==> config.mk <==
export PLATFORM = sky130hd
export DESIGN_NAME = ips2l_rsp_gen_32bit
export DESIGN_NICKNAME = d
export VERILOG_FILES = /design/src/rtl/ips2l_rsp_gen_32bit_pkg.sv /design/src/rtl/ips2l_rsp_gen_32bit.sv
export SDC_FILE = /design/constraint.sdc
export NUM_CORES = 1
export LEC_CHECK = 0
export ABC_CLOCK_PERIOD_IN_PS = 4400
export CORE_AREA = 2 2 101 103
export DETAILED_ROUTE_END_ITERATION = 16
export DIE_AREA = 0 0 103 105
export PLACE_DENSITY = 0.72
export RECOVER_POWER = 50
export SYNTH_ARGS = -nofsm -noshare
export SYNTH_HDL_FRONTEND = slang
export SYNTH_SLANG_ARGS = --single-unit
==> constraint.sdc <==
create_clock -name clk -period 4.4 [get_ports clk]
set_input_delay 0.66 -clock clk [delete_from_list [all_inputs] [get_ports clk]]
set_output_delay 0.66 -clock clk [all_outputs]
set_load 0.01 [all_outputs]
==> src/rtl/ips2l_rsp_gen_32bit_pkg.sv <==
// ips2l_rsp_gen_32bit_pkg: UART-control shared definitions (response FSM states, header bytes).
// Rev 1.0
`default_nettype none

package ips2l_rsp_gen_32bit_pkg;

  typedef enum logic [3:0] {
    IDLE  = 4'd0,
    HDR   = 4'd1,
    ADDRL = 4'd2,
    ADDRM = 4'd3,
    ADDRH = 4'd4,
    DB0   = 4'd5,
    DB1   = 4'd6,
    DB2   = 4'd7,
    DB3   = 4'd8
  } rsp_state_t;

  localparam logic [7:0] C_HDR_RD = 8'h72;  // 'r'
  localparam logic [7:0] C_HDR_WR = 8'h77;  // 'w'

endpackage

`default_nettype wire

==> src/rtl/ips2l_rsp_gen_32bit.sv <==
// ips2l_rsp_gen_32bit: serialises a read/write response into UART TX FIFO bytes.
// Rev 1.0
`default_nettype none

module ips2l_rsp_gen_32bit #(
  parameter int ECHO_ADDR = 1
) (
  input  logic        clk,
  input  logic        rst_n,
  input  logic        rsp_valid,
  output logic        rsp_ready,
  input  logic        rsp_is_rd,
  input  logic [23:0] rsp_addr,
  input  logic [31:0] rsp_data,
  input  logic        tx_fifo_full,
  output logic        tx_fifo_wr,
  output logic [7:0]  tx_fifo_wdata,
  output logic [15:0] frame_cnt
);
  import ips2l_rsp_gen_32bit_pkg::*;

  rsp_state_t  r_state;
  rsp_state_t  w_next;
  logic        r_is_rd;
  logic [23:0] r_addr;
  logic [31:0] r_data;
  logic [15:0] r_frame_cnt;
  logic        w_hs;
  logic        w_frame_done;

  assign w_hs      = rsp_valid & rsp_ready;
  assign frame_cnt = r_frame_cnt;

  always_ff @(posedge clk or negedge rst_n) begin
    if (!rst_n) begin
      r_state     <= IDLE;
      r_is_rd     <= 1'b0;
      r_addr      <= 24'd0;
      r_data      <= 32'd0;
      r_frame_cnt <= 16'd0;
    end else begin
      r_state <= w_next;
      if (w_hs) begin
        r_is_rd <= rsp_is_rd;
        r_addr  <= rsp_addr;
        r_data  <= rsp_data;
      end
      if (w_frame_done) begin
        r_frame_cnt <= r_frame_cnt + 16'd1;
      end
    end
  end

  // Strobe is combinational on ~tx_fifo_full; state only moves when a byte is actually written.
  always_comb begin
    w_next        = r_state;
    rsp_ready     = 1'b0;
    tx_fifo_wr    = 1'b0;
    tx_fifo_wdata = 8'h00;
    w_frame_done  = 1'b0;
    case (r_state)
      IDLE: begin
        rsp_ready = 1'b1;
        if (rsp_valid) w_next = HDR;
      end
      HDR: begin
        tx_fifo_wr    = ~tx_fifo_full;
        tx_fifo_wdata = r_is_rd ? C_HDR_RD : C_HDR_WR;
        if (tx_fifo_wr) begin
          if (ECHO_ADDR != 0) begin
            w_next = ADDRL;
          end else if (r_is_rd) begin
            w_next = DB0;
          end else begin
            w_next       = IDLE;
            w_frame_done = 1'b1;
          end
        end
      end
      ADDRL: begin
        tx_fifo_wr    = ~tx_fifo_full;
        tx_fifo_wdata = r_addr[7:0];
        if (tx_fifo_wr) w_next = ADDRM;
      end
      ADDRM: begin
        tx_fifo_wr    = ~tx_fifo_full;
        tx_fifo_wdata = r_addr[15:8];
        if (tx_fifo_wr) w_next = ADDRH;
      end
      ADDRH: begin
        tx_fifo_wr    = ~tx_fifo_full;
        tx_fifo_wdata = r_addr[23:16];
        if (tx_fifo_wr) begin
          if (r_is_rd) begin
            w_next = DB0;
          end else begin
            w_next       = IDLE;
            w_frame_done = 1'b1;
          end
        end
      end
      DB0: begin
        tx_fifo_wr    = ~tx_fifo_full;
        tx_fifo_wdata = r_data[7:0];
        if (tx_fifo_wr) w_next = DB1;
      end
      DB1: begin
        tx_fifo_wr    = ~tx_fifo_full;
        tx_fifo_wdata = r_data[15:8];
        if (tx_fifo_wr) w_next = DB2;
      end
      DB2: begin
        tx_fifo_wr    = ~tx_fifo_full;
        tx_fifo_wdata = r_data[23:16];
        if (tx_fifo_wr) w_next = DB3;
      end
      DB3: begin
        tx_fifo_wr    = ~tx_fifo_full;
        tx_fifo_wdata = r_data[31:24];
        if (tx_fifo_wr) begin
          w_next       = IDLE;
          w_frame_done = 1'b1;
        end
      end
      default: begin
        w_next = IDLE;
      end
    endcase
  end

endmodule

`default_nettype wire

== Word level (Yosys, flattened, before mapping) ==
Cells that the tools add are included.
Storage, ports and cells
  bits of input ports: 61
  flip-flop bits (word level): 77
  output and inout bits: 26
Cells by class
  reduce and logical (&&, ||, !) cells: 3
  equal/unequal tests: 17
  bitwise operators: 2
  mux-type cells: 19
  add/sub/neg operators: 1
Operators by type and width (count)
  $pmux 8 s8: 1
  $mux 4: 9
  $pmux 4 s9: 1
  $ne 2x2->1 const B: 9
  $add 16x1->16 const B: 1
  $eq 4x3->1 const B: 4
  $reduce_and 9->1: 1
  $eq 4x2->1 const B: 2
  $reduce_or 8->1: 1
  $mux 3: 2
  $mux 1: 5
  $eq 4x1->1 const B: 1
  $eq 4x4->1 const B: 1
  $logic_not 4->1: 1
  $pmux 1 s2: 1
  $and 1x1->1: 1
  $not 1->1: 1

== Depth between registers and ports, before layout ==
Gate-level depths: netlist of the first run.
  depth after elaboration: 3
  mapped depth: 6

== Worst setup path before layout of the first run ==
OpenSTA, ideal clock, no wires.
  path type: reg-to-output
  from: reg r_state[0]
  to: out tx_fifo_wdata[7]
  data required time: 3740 ps
  data arrival time: 1479 ps
  slack: 2261 ps
  cell stages (with the launch flop): 7
  path buffers: 2
  cell sequence: dfrtp_1 > buf_4 > buf_6 > nor2_1 > and2_1 > a21oi_1 > o21ai_0
On the way
  word-level cells in the longest chain between the ends: 2
  elaborated cells between the ends (all ways): 9
  those cells by class: eq/ne (8); mux (1)
Ends and longest elaborated chain
  from (decl): RTL line ips2l_rsp_gen_32bit.sv:22  | rsp_state_t r_state;
  from (signal assigned): RTL line ips2l_rsp_gen_32bit.sv:42  | r_state <= w_next;
  $eq 4x4->1 (tied with other cells): RTL line ips2l_rsp_gen_32bit.sv:61  | case (r_state)
  $pmux 8 s8 *: RTL line ips2l_rsp_gen_32bit.sv:61
  to (decl): RTL line ips2l_rsp_gen_32bit.sv:17  | output logic [7:0] tx_fifo_wdata,
Every way passes the cells marked *; elsewhere a longest branch is shown, timed or not.

== Worst setup path after layout of the first run ==
  from: reg r_state[1]
  to: out tx_fifo_wdata[6]
The elaborated chain is that of the path after synthesis.

==> impl_metrics.tcl, run 1 <==
set metrics [dict create \
    die_area_sq_mm 0.0108 \
    ant_nets 0 \
    die_x_microns 103 \
    crit_path_max_fanout 30 \
    violations "max-capacitance violations, max-slew violations" \
    seq_area_frac_synth 0.506 \
    crit_required_ps 3740 \
    place_hpwl_microns 6100 \
    port_buffers 86 \
    synth_xor_xnor_area_share 0.0368 \
    fin_skew_ps 8.96 \
    die_y_microns 105 \
    yosys_warnings 0 \
    root_buffer "clkbuf_8" \
    synthToLayoutAreaGrowth_pct 30.3 \
    period_share 0.819 \
    power_w 0.00329 \
    synth-simple-area-share 0.0957 \
    wire_per_inst_microns 16.5 \
    wl_microns 8440 \
    fp-row-count 36 \
    seqCellArea_sq_mm 0.00193 \
    arrival_ps 2940 \
    ys_ff_latch 77 \
    slew_headroom -0.259 \
    drtPass1Iterations 4 \
    synth_fp_nets 354 \
    clock_power_share 0.195 \
    post-cts-setup-buffers 0 \
    rsz0062_at_grt "no" \
    grt_overflow 0 \
    layout_common_cells "79 x clkdlybuf4s50_1, 77 x dfrtp_1, 31 x mux2_2, 30 x mux2_4, 14 x nor2_1" \
    final_common_cell "clkdlybuf4s50_1" \
    worst_pin_slew_ps 1890 \
    synthArstFlopShare 1.00 \
    syn_inst 292 \
    pwr-share-seq 0.404 \
    drc 0 \
    maxCapViolations 1 \
    synth_top_family_by_area "multiplexers" \
    cts.reportedPaths.clkPinSlew_ps 80 \
    avgSynthCellArea_sq_um 13.0 \
    synthMuxAreaShare 0.233 \
    grt_pass1_wl_microns 13500 \
    slew_violations 78 \
    grt_max_degree 78 \
    syn-cell-area_sq_mm 0.00380 \
    p_int_w 0.00222 \
    critPathKind "register to primary output" \
    swShare 0.325 \
    p_leak_nw 2.18 \
    start_kind "register" \
    antenna_found_initial 0 \
    power_density_mw_per_mm2 664 \
    nets 435 \
    pwr-share-comb 0.401 \
    synth_adder_area_share 0.00329 \
    max_freq_ghz 0.278 \
    ir_drop_v 0.000334 \
    cts_buffers 9 \
    final_hold_viol_count 0 \
    cts-resized-gates 0 \
    ios 87 \
    crit_path_end_kind "primary output" \
    clock-sinks 77 \
    htreeDepth 3 \
    core_sq_mm 0.00964 \
    gp_congestion 0.846 \
    start_util 0.395 \
    finalSetupViolations 0 \
    nFillCells 846 \
    synth_compound_gate_area_share 0.0888 \
    drtIter0Drc 213 \
    grt_pass1_vias 2606 \
    grt_use_total 0.162 \
    period_minus_slack_ps 3600 \
    clk_path_buf_depth 2 \
    outcome "finished, violations left" \
    clock_latency_ps 340 \
    multi_input_area_sq_mm 0.00174 \
    vias 2582 \
    synthFlopType "dfrtp_1" \
    fin_tns_setup_ps 0 \
    synth_cell_type_count 45 \
    hold_buffers 0 \
    vias_per_cell 5.05 \
    cts_tree "yes" \
    min_path_type "register to register" \
    drive_above_1_share 0.230 \
    diodes 0 \
    synth_enable_flop_cells 0 \
    switchingPower_w 0.00107 \
]
==> cell families after synthesis <==
logic type,after synthesis
AOI/OAI and AO/OA,46
adders and majority gates,1
and+or+nand+nor,64
xor gates and xnor gates,16
buffers and inverters,22
DFF,77
muxes,66
==> layout make-up <==
| type | instances | share of cell area |
|---|---|---|
| clock buffers | 10 | 0.0257 |
| inverters | 4 | 0.00303 |
| multi-input cells | 193 | 0.351 |
| flip-flops and latches | 77 | 0.389 |
| well taps | 133 | 0.0336 |
| repair buffers | 88 | 0.176 |
| clock inverters | 6 | 0.0225 |
==> synthesized netlist by cell type, drive strengths merged (7+ instances only) <==
library cell,instances,share of area
a21oi,8,0.011
buf,14,0.028
dfrtp,77,0.51
mux2,61,0.21
nand2,9,0.0089
nand3,7,0.0092
nor2,14,0.014
nor2b,10,0.016
nor3,7,0.011
o21ai,7,0.0092
xnor2,9,0.021
xor2,7,0.016
==> final timing paths <==
path                                      startpoint                        end  slack [ps]  cells past startpoint
max in group asynchronous                      rst_n        r_is_rd$_DFFE_PN0P_        2450                      1
max reg2reg                   r_state[1]$_DFFE_PN0P_     r_addr[23]$_DFFE_PN0P_        1680                      4
min in group asynchronous                      rst_n     r_addr[20]$_DFFE_PN0P_         820                      1
min reg2reg                frame_cnt[15]$_DFFE_PN0P_  frame_cnt[15]$_DFFE_PN0P_         470                      1
min                        frame_cnt[15]$_DFFE_PN0P_  frame_cnt[15]$_DFFE_PN0P_         470                      1
max                           r_state[1]$_DFFE_PN0P_           tx_fifo_wdata[6]         800                      5
==> power groups by stage <==
stage / clock (W) / combinational [W] / sequential, W
floorplan: 0 / 0.00106 / 0.00115
global placement: 0 / 0.00130 / 0.00133
detailed placement: 0 / 0.00133 / 0.00134
CTS: 0.000654 / 0.00134 / 0.00133
global route: 0.000689 / 0.00142 / 0.00138
finish: 0.000641 / 0.00132 / 0.00133
==> critical path, cell delays in order (launching register included) <==
cell and delay [ps]:
dfrtp_1 1030, nor2b_1 410, a22oi_1 150, o22a_1 260, o21ai_0 180, clkdlybuf4s50_1 580
==> registers in the layout, indices dropped and copies added (netlist names) <==
signal,flops
r_data,32
r_addr,24
frame_cnt,16
r_state,4
r_is_rd,1
==> layer usage <==
layer | GRT usage | up-vias | routed length (microns)
li1 | - | 1225 | -
met1 | 0.241 | 1265 | 3910
met2 | 0.237 | 85 | 3910
met3 | 0.0314 | 7 | 524
met4 | 0.0536 | 0 | 96
met5 | 0 | - | 0
==> through the flow <==
step	utilization	hold slack, ps	setup WS, ps	std cells	cell area (sq um)
CTS	0.515	479	795	511	4960
global route	0.514	502	486	511	4960
finish	0.514	467	798	511	4960
floorplan	-	364	2260	292	3800
detailed placement	0.490	462	1180	495	4730
global placement	0.490	458	1230	495	4730
Note: power is estimated with default switching activity, not from simulation.
==> run 2, diff against run 1 <==
--- a/config.mk
+++ b/config.mk
@@ -5,7 +5,7 @@
 export SDC_FILE = /design/constraint.sdc
 export NUM_CORES = 1
 export LEC_CHECK = 0
-export ABC_CLOCK_PERIOD_IN_PS = 4400
+export ABC_CLOCK_PERIOD_IN_PS = 3400
 export CORE_AREA = 2 2 101 103
 export DETAILED_ROUTE_END_ITERATION = 16
 export DIE_AREA = 0 0 103 105
==> constraint.sdc (replaced) <==
create_clock -name clk -period 3.4 [get_ports clk]
set_input_delay 0.51 -clock clk [delete_from_list [all_inputs] [get_ports clk]]
set_output_delay 0.51 -clock clk [all_outputs]
set_load 0.01 [all_outputs]
==> run 2 against run 1 <==
Effect of this change: the flow still finishes with violations (max-capacitance violations, max-slew violations); core utilization fell by 0.35 points; highest routed layer unchanged; die area is the same; count of clock-buffer cells in the layout stayed put; largest power group is now combinational logic; critical endpoint is now tx_fifo_wdata[0]; final cell count rose by 0.78%; power is 24% higher; sequential cell count unchanged.
==> impl_metrics.tcl, run 2 (synthesis gave the netlist of run 1 again) <==
set metrics [dict create \
    finalSetupViolations 0 \
    port_buffers 86 \
    final_core_util 0.511 \
    ant_nets 0 \
    clock-sinks 77 \
    cts.reportedPaths.clkPinSlew_ps 80 \
    start_util 0.395 \
    drive_above_1_share 0.238 \
    min_path_cells 1 \
    grt_use_total 0.164 \
    final_common_cell "clkdlybuf4s50_1" \
    antenna_found_initial 0 \
    hold_end "frame_cnt[15]$_DFFE_PN0P_" \
    outcome "finished, violations left" \
    crit_path_max_fanout 19 \
    start_kind "register" \
    detailed_place.area_sq_mm 0.00476 \
    fp-row-count 36 \
    die_x_microns 103 \
    die_y_microns 105 \
    clk_path_buf_depth 2 \
    ios 87 \
    nFillCells 875 \
    core_sq_mm 0.00964 \
    drc 0 \
    arrival_ps 2680 \
    rsz0062_at_grt "no" \
    timing.rr.end "frame_cnt[15]$_DFFE_PN0P_" \
    slew_headroom -0.249 \
    layout_common_cells "77 x clkdlybuf4s50_1, 76 x dfrtp_1, 31 x mux2_2, 30 x mux2_4, 14 x nor2_1" \
    period_share 0.939 \
    cts_buffers 9 \
    gp_congestion 0.813 \
    hold_buffers 0 \
    grt_pass1_vias 2644 \
    worst_pin_slew_ps 1870 \
    crit_required_ps 2890 \
    ir_drop_v 0.000498 \
    grt_pass1_wl_microns 13600 \
    violations "max-capacitance violations, max-slew violations" \
    largest_reg_flops 32 \
    cts_tree "yes" \
    root_buffer "clkbuf_8" \
    synthToLayoutAreaGrowth_pct 29.4 \
    vias 2624 \
    maxCapViolations 1 \
    diodes 0 \
    vias_per_cell 5.10 \
    slew_violations 78 \
    reg2reg_slack_ps 1030 \
    nets 439 \
    max_freq_ghz 0.313 \
    drtPass1Iterations 4 \
    crit_path_end_kind "primary output" \
    instances_no_fill 515 \
    final_hold_viol_count 0 \
    die_area_sq_mm 0.0108 \
    wire_per_inst_microns 16.3 \
    grt_overflow 0 \
    critPathKind "register to primary output" \
    clock_latency_ps 350 \
    fin_skew_ps 11.7 \
    htreeDepth 3 \
    top_register "r_data" \
    design_area_sq_mm 0.00492 \
    fin_tns_setup_ps 0 \
    power_density_mw_per_mm2 831 \
    r2r-start "r_state[2]$_DFFE_PN0P_" \
    min_path_type "register to register" \
    p_leak_nw 2.18 \
    r2r_cells 5 \
    grt_max_degree 78 \
    wl_microns 8400 \
    dp_cells 499 \
    cp_slowest_cell "dfrtp_1" \
    hold_path.startpoint "frame_cnt[15]$_DFFE_PN0P_" \
    place_hpwl_microns 5990 \
    crit_chain "nor2b_1, a32oi_1, o22ai_1, clkdlybuf4s50_1" \
    crit_path_max_incr_delay_ps 720 \
    period_minus_slack_ps 3190 \
    drtIter0Drc 156 \
]
## run 2: cell count changes in the layout (fill, tap and decap cells not counted), moves of 2 or more
| cell | before | now |
|---|---|---|
| bufinv_16 | 3 | 0 |
| inv_6 | 0 | 3 |
| buf_4 | 2 | 4 |
| clkdlybuf4s50_1 | 79 | 77 |
| dlygate4sd3_1 | 6 | 8 |
## run 2: stage by stage
step           worst slack (ps)  total power (W)  hold WS (ps)
2_1_floorplan              1410          0.00286           214
3_3_place_gp                561          0.00343           458
3_5_place_dp                510          0.00348           462
4_1_cts                     144          0.00413           346
5_1_grt                    28.1          0.00434           492
6_report                    207          0.00409           475
## run 2: what timing repair did
| item | CTS | global route |
|---|---|---|
| buffers inserted | 0 | 0 |
| setup endpoints to repair | 0 | 1 |
| resized for setup | 0 | 1 |
| hold endpoints to repair | 0 | 0 |
## run 2: critical path: cells and delay by family, from the launching register on
| kind | cells | cell delay (ps) |
|---|---|---|
| flops | 1 | 720 |
| buf+inv | 1 | 590 |
| simple gates | 1 | 580 |
| compound gates | 2 | 460 |
## run 2: cell type report
class	instances	area, sq um	share of cell area
Clock buffer	10	138	0.0280
Clock inverter	6	43.8	0.00889
Inverter	4	15.0	0.00305
Multi-Input combinational cell	193	1740	0.353
Sequential cell	77	1930	0.392
Tap cell	133	166	0.0338
Timing Repair Buffer	92	893	0.181
## run 2: how the worst max path moves through the flow
stage | endpoint | start | cells after the start | slack (ps)
after floorplan | tx_fifo_wdata[7] | r_state[0]$_DFFE_PN0P_ | 6 | 1410
after global placement | tx_fifo_wdata[2] | r_state[0]$_DFFE_PN0P_ | 6 | 560
after detailed placement | tx_fifo_wdata[2] | r_state[0]$_DFFE_PN0P_ | 6 | 510
after CTS | tx_fifo_wdata[2] | r_state[0]$_DFFE_PN0P_ | 6 | 140
after global routing | tx_fifo_wdata[0] | r_state[2]$_DFFE_PN0P_ | 4 | 30
final | tx_fifo_wdata[0] | r_state[2]$_DFFE_PN0P_ | 4 | 210
## run 2: routing by layer
layer / GRT usage / wire length, microns
met4: 0.0592 / 161
met1: 0.236 / 4040
met5: 0 / 0
met2: 0.245 / 3870
met3: 0.0308 / 325
## run 2: power by group
group / switching (W) / leakage, nW / internal, W
Clock: 0.000348 / 0.0935 / 0.000290
Combinational: 0.000723 / 1.14 / 0.00110
Sequential: 0.000333 / 0.949 / 0.00130
==> run 3, diff against run 2 <==
--- a/config.mk
+++ b/config.mk
@@ -5,11 +5,11 @@
 export SDC_FILE = /design/constraint.sdc
 export NUM_CORES = 1
 export LEC_CHECK = 0
-export ABC_CLOCK_PERIOD_IN_PS = 3400
+export ABC_CLOCK_PERIOD_IN_PS = 2600
 export CORE_AREA = 2 2 101 103
 export DETAILED_ROUTE_END_ITERATION = 16
 export DIE_AREA = 0 0 103 105
-export PLACE_DENSITY = 0.72
+export PLACE_DENSITY = 0.74
 export RECOVER_POWER = 50
 export SYNTH_ARGS = -nofsm -noshare
 export SYNTH_HDL_FRONTEND = slang
==> constraint.sdc (replaced) <==
create_clock -name clk -period 2.6 [get_ports clk]
set_input_delay 0.39 -clock clk [delete_from_list [all_inputs] [get_ports clk]]
set_output_delay 0.39 -clock clk [all_outputs]
set_load 0.01 [all_outputs]
==> run 3 against run 2 <==
Effect of this change: final cell count grew 1.7%; clock skew grew 4.6 ps; largest power group unchanged; highest routed layer unchanged; the run still ends with max-capacitance violations, max-slew violations left; non-clock buffer count grew 9; critical path type unchanged.
==> impl_metrics.tcl, run 3 (synthesis gave the netlist of run 1 again) <==
set metrics [dict create \
    htreeDepth 3 \
    wl_met2_microns 3940 \
    die_area_sq_mm 0.0108 \
    synthToLayoutAreaGrowth_pct 34.5 \
    critPathKind "register to primary output" \
    die_x_microns 103 \
    cts_tree "yes" \
    crit_path_max_incr_delay_ps 440 \
    top_register "r_data" \
    post-cts-setup-buffers 0 \
    min_path_type "register to register" \
    vias_per_cell 5.03 \
    nets 448 \
    violations "max-capacitance violations, max-slew violations" \
    drtIter0Drc 160 \
    finalSetupViolations 0 \
    slew_violations 78 \
    antenna_found_initial 0 \
    fp-row-count 36 \
    vias 2638 \
    start_kind "register" \
    drc 0 \
    drive_above_1_share 0.279 \
    maxCapViolations 1 \
    worst_pin_slew_ps 1930 \
    crit_required_ps 2210 \
    power_density_mw_per_mm2 1120 \
    diodes 0 \
    crit_path_end_kind "primary output" \
    period_minus_slack_ps 2490 \
    instances_no_fill 524 \
    ant_nets 0 \
    ios 87 \
    gp_congestion 0.860 \
    clock_latency_ps 350 \
    slew_headroom -0.288 \
    wire_per_inst_microns 16.2 \
    grt_pass1_wl_microns 13800 \
    place_hpwl_microns 6230 \
    dr_wl_met3_microns 411 \
    power_w 0.00574 \
    period_share 0.959 \
    cts.reportedPaths.clkPinSlew_ps 80 \
    root_buffer "clkbuf_8" \
    clk_path_buf_depth 2 \
    crit_buf_inv 2 \
    largest_reg_flops 32 \
    layout_common_cells "77 x clkdlybuf4s50_1, 74 x dfrtp_1, 31 x mux2_2, 30 x mux2_4" \
    start_util 0.395 \
    cp_slowest_cell "dfrtp_1" \
    detailed_place.area_sq_mm 0.00484 \
    grt_max_degree 78 \
    fin_skew_ps 16.2 \
    top_layer "met4" \
    final_hold_viol_count 0 \
    dp_cells 508 \
    die_y_microns 105 \
    fin_tns_setup_ps 0 \
    ir_drop_v 0.000522 \
    hold_buffers 0 \
    final_common_cell "clkdlybuf4s50_1" \
    drtPass1Iterations 4 \
    crit_path_max_fanout 13 \
    p_leak_nw 2.31 \
    grt_use_total 0.166 \
    cts_buffers 9 \
    port_buffers 86 \
    design_area_sq_mm 0.00512 \
    wl_microns 8500 \
    grt_overflow 0 \
    clock-sinks 77 \
    crit_chain "buf_12, nor2b_1, a32o_1, a311oi_1, o221ai_1, dlygate4sd2_1" \
    final_core_util 0.531 \
    crit_family "compound AO/OA/AOI/OAI gates" \
    outcome "finished, violations left" \
    nFillCells 851 \
    core_sq_mm 0.00964 \
    arrival_ps 2100 \
    max_freq_ghz 0.401 \
    grt_pass1_vias 2626 \
    wl_met1_microns 4050 \
]
run 3: path summary, 6_finish.rpt:
kind	startpoint	to	slack, ps	depth (start not counted)
worst max-delay path	r_state[0]$_DFFE_PN0P_	tx_fifo_wdata[3]	110	6
worst min-delay path	frame_cnt[15]$_DFFE_PN0P_	frame_cnt[15]$_DFFE_PN0P_	480	1
worst max register to register	r_state[2]$_DFFE_PN0P_	r_data[17]$_DFFE_PN0P_	670	5
worst min register to register	frame_cnt[15]$_DFFE_PN0P_	frame_cnt[15]$_DFFE_PN0P_	480	1
max in group asynchronous	rst_n	r_state[1]$_DFFE_PN0P_	760	1
min in group asynchronous	rst_n	frame_cnt[13]$_DFFE_PN0P_	560	1
run 3: final cells by class:
class	instances	area [sq um]	share of cell area
Tap cell	133	166	0.0325
Inverter	4	15.0	0.00293
Multi-Input combinational cell	193	1760	0.344
Clock buffer	11	151	0.0296
Sequential cell	77	1930	0.377
Clock inverter	5	106	0.0208
Timing Repair Buffer	101	986	0.193
run 3: layer usage:
metal | track usage | vias up
li1 | - | 1251
met2 | 0.243 | 69
met3 | 0.0308 | 8
met1 | 0.249 | 1310
met5 | 0 | -
met4 | 0.0508 | 0
run 3: through the flow:
step,setup slack (ps),hold slack [ps]
3_5_place_dp,152,465
5_1_grt,-19.3,517
3_3_place_gp,203,459
6_report,106,478
4_1_cts,4.62,232
2_1_floorplan,731,94.4
run 3: report_power, final:
part | switching (W) | internal (W) | leakage (nW)
clock | 0.000444 | 0.000692 | 0.126
combinational | 0.000985 | 0.00150 | 1.23
sequential | 0.000413 | 0.00171 | 0.946
total | 0.00184 | 0.00390 | 2.31
run 3: worst reg2reg max path, stage by stage, from the launching register on:
cell and delay (ps):
dfrtp_2 520, buf_4 220, nor4_4 330, nand2_2 90
buf_4 290, mux2_4 390
run 3: what timing repair did:
item	CTS	global route
pin swaps	0	1
gates cloned	0	0
resized for setup	13	6
endpoints found under the setup margin	8	5
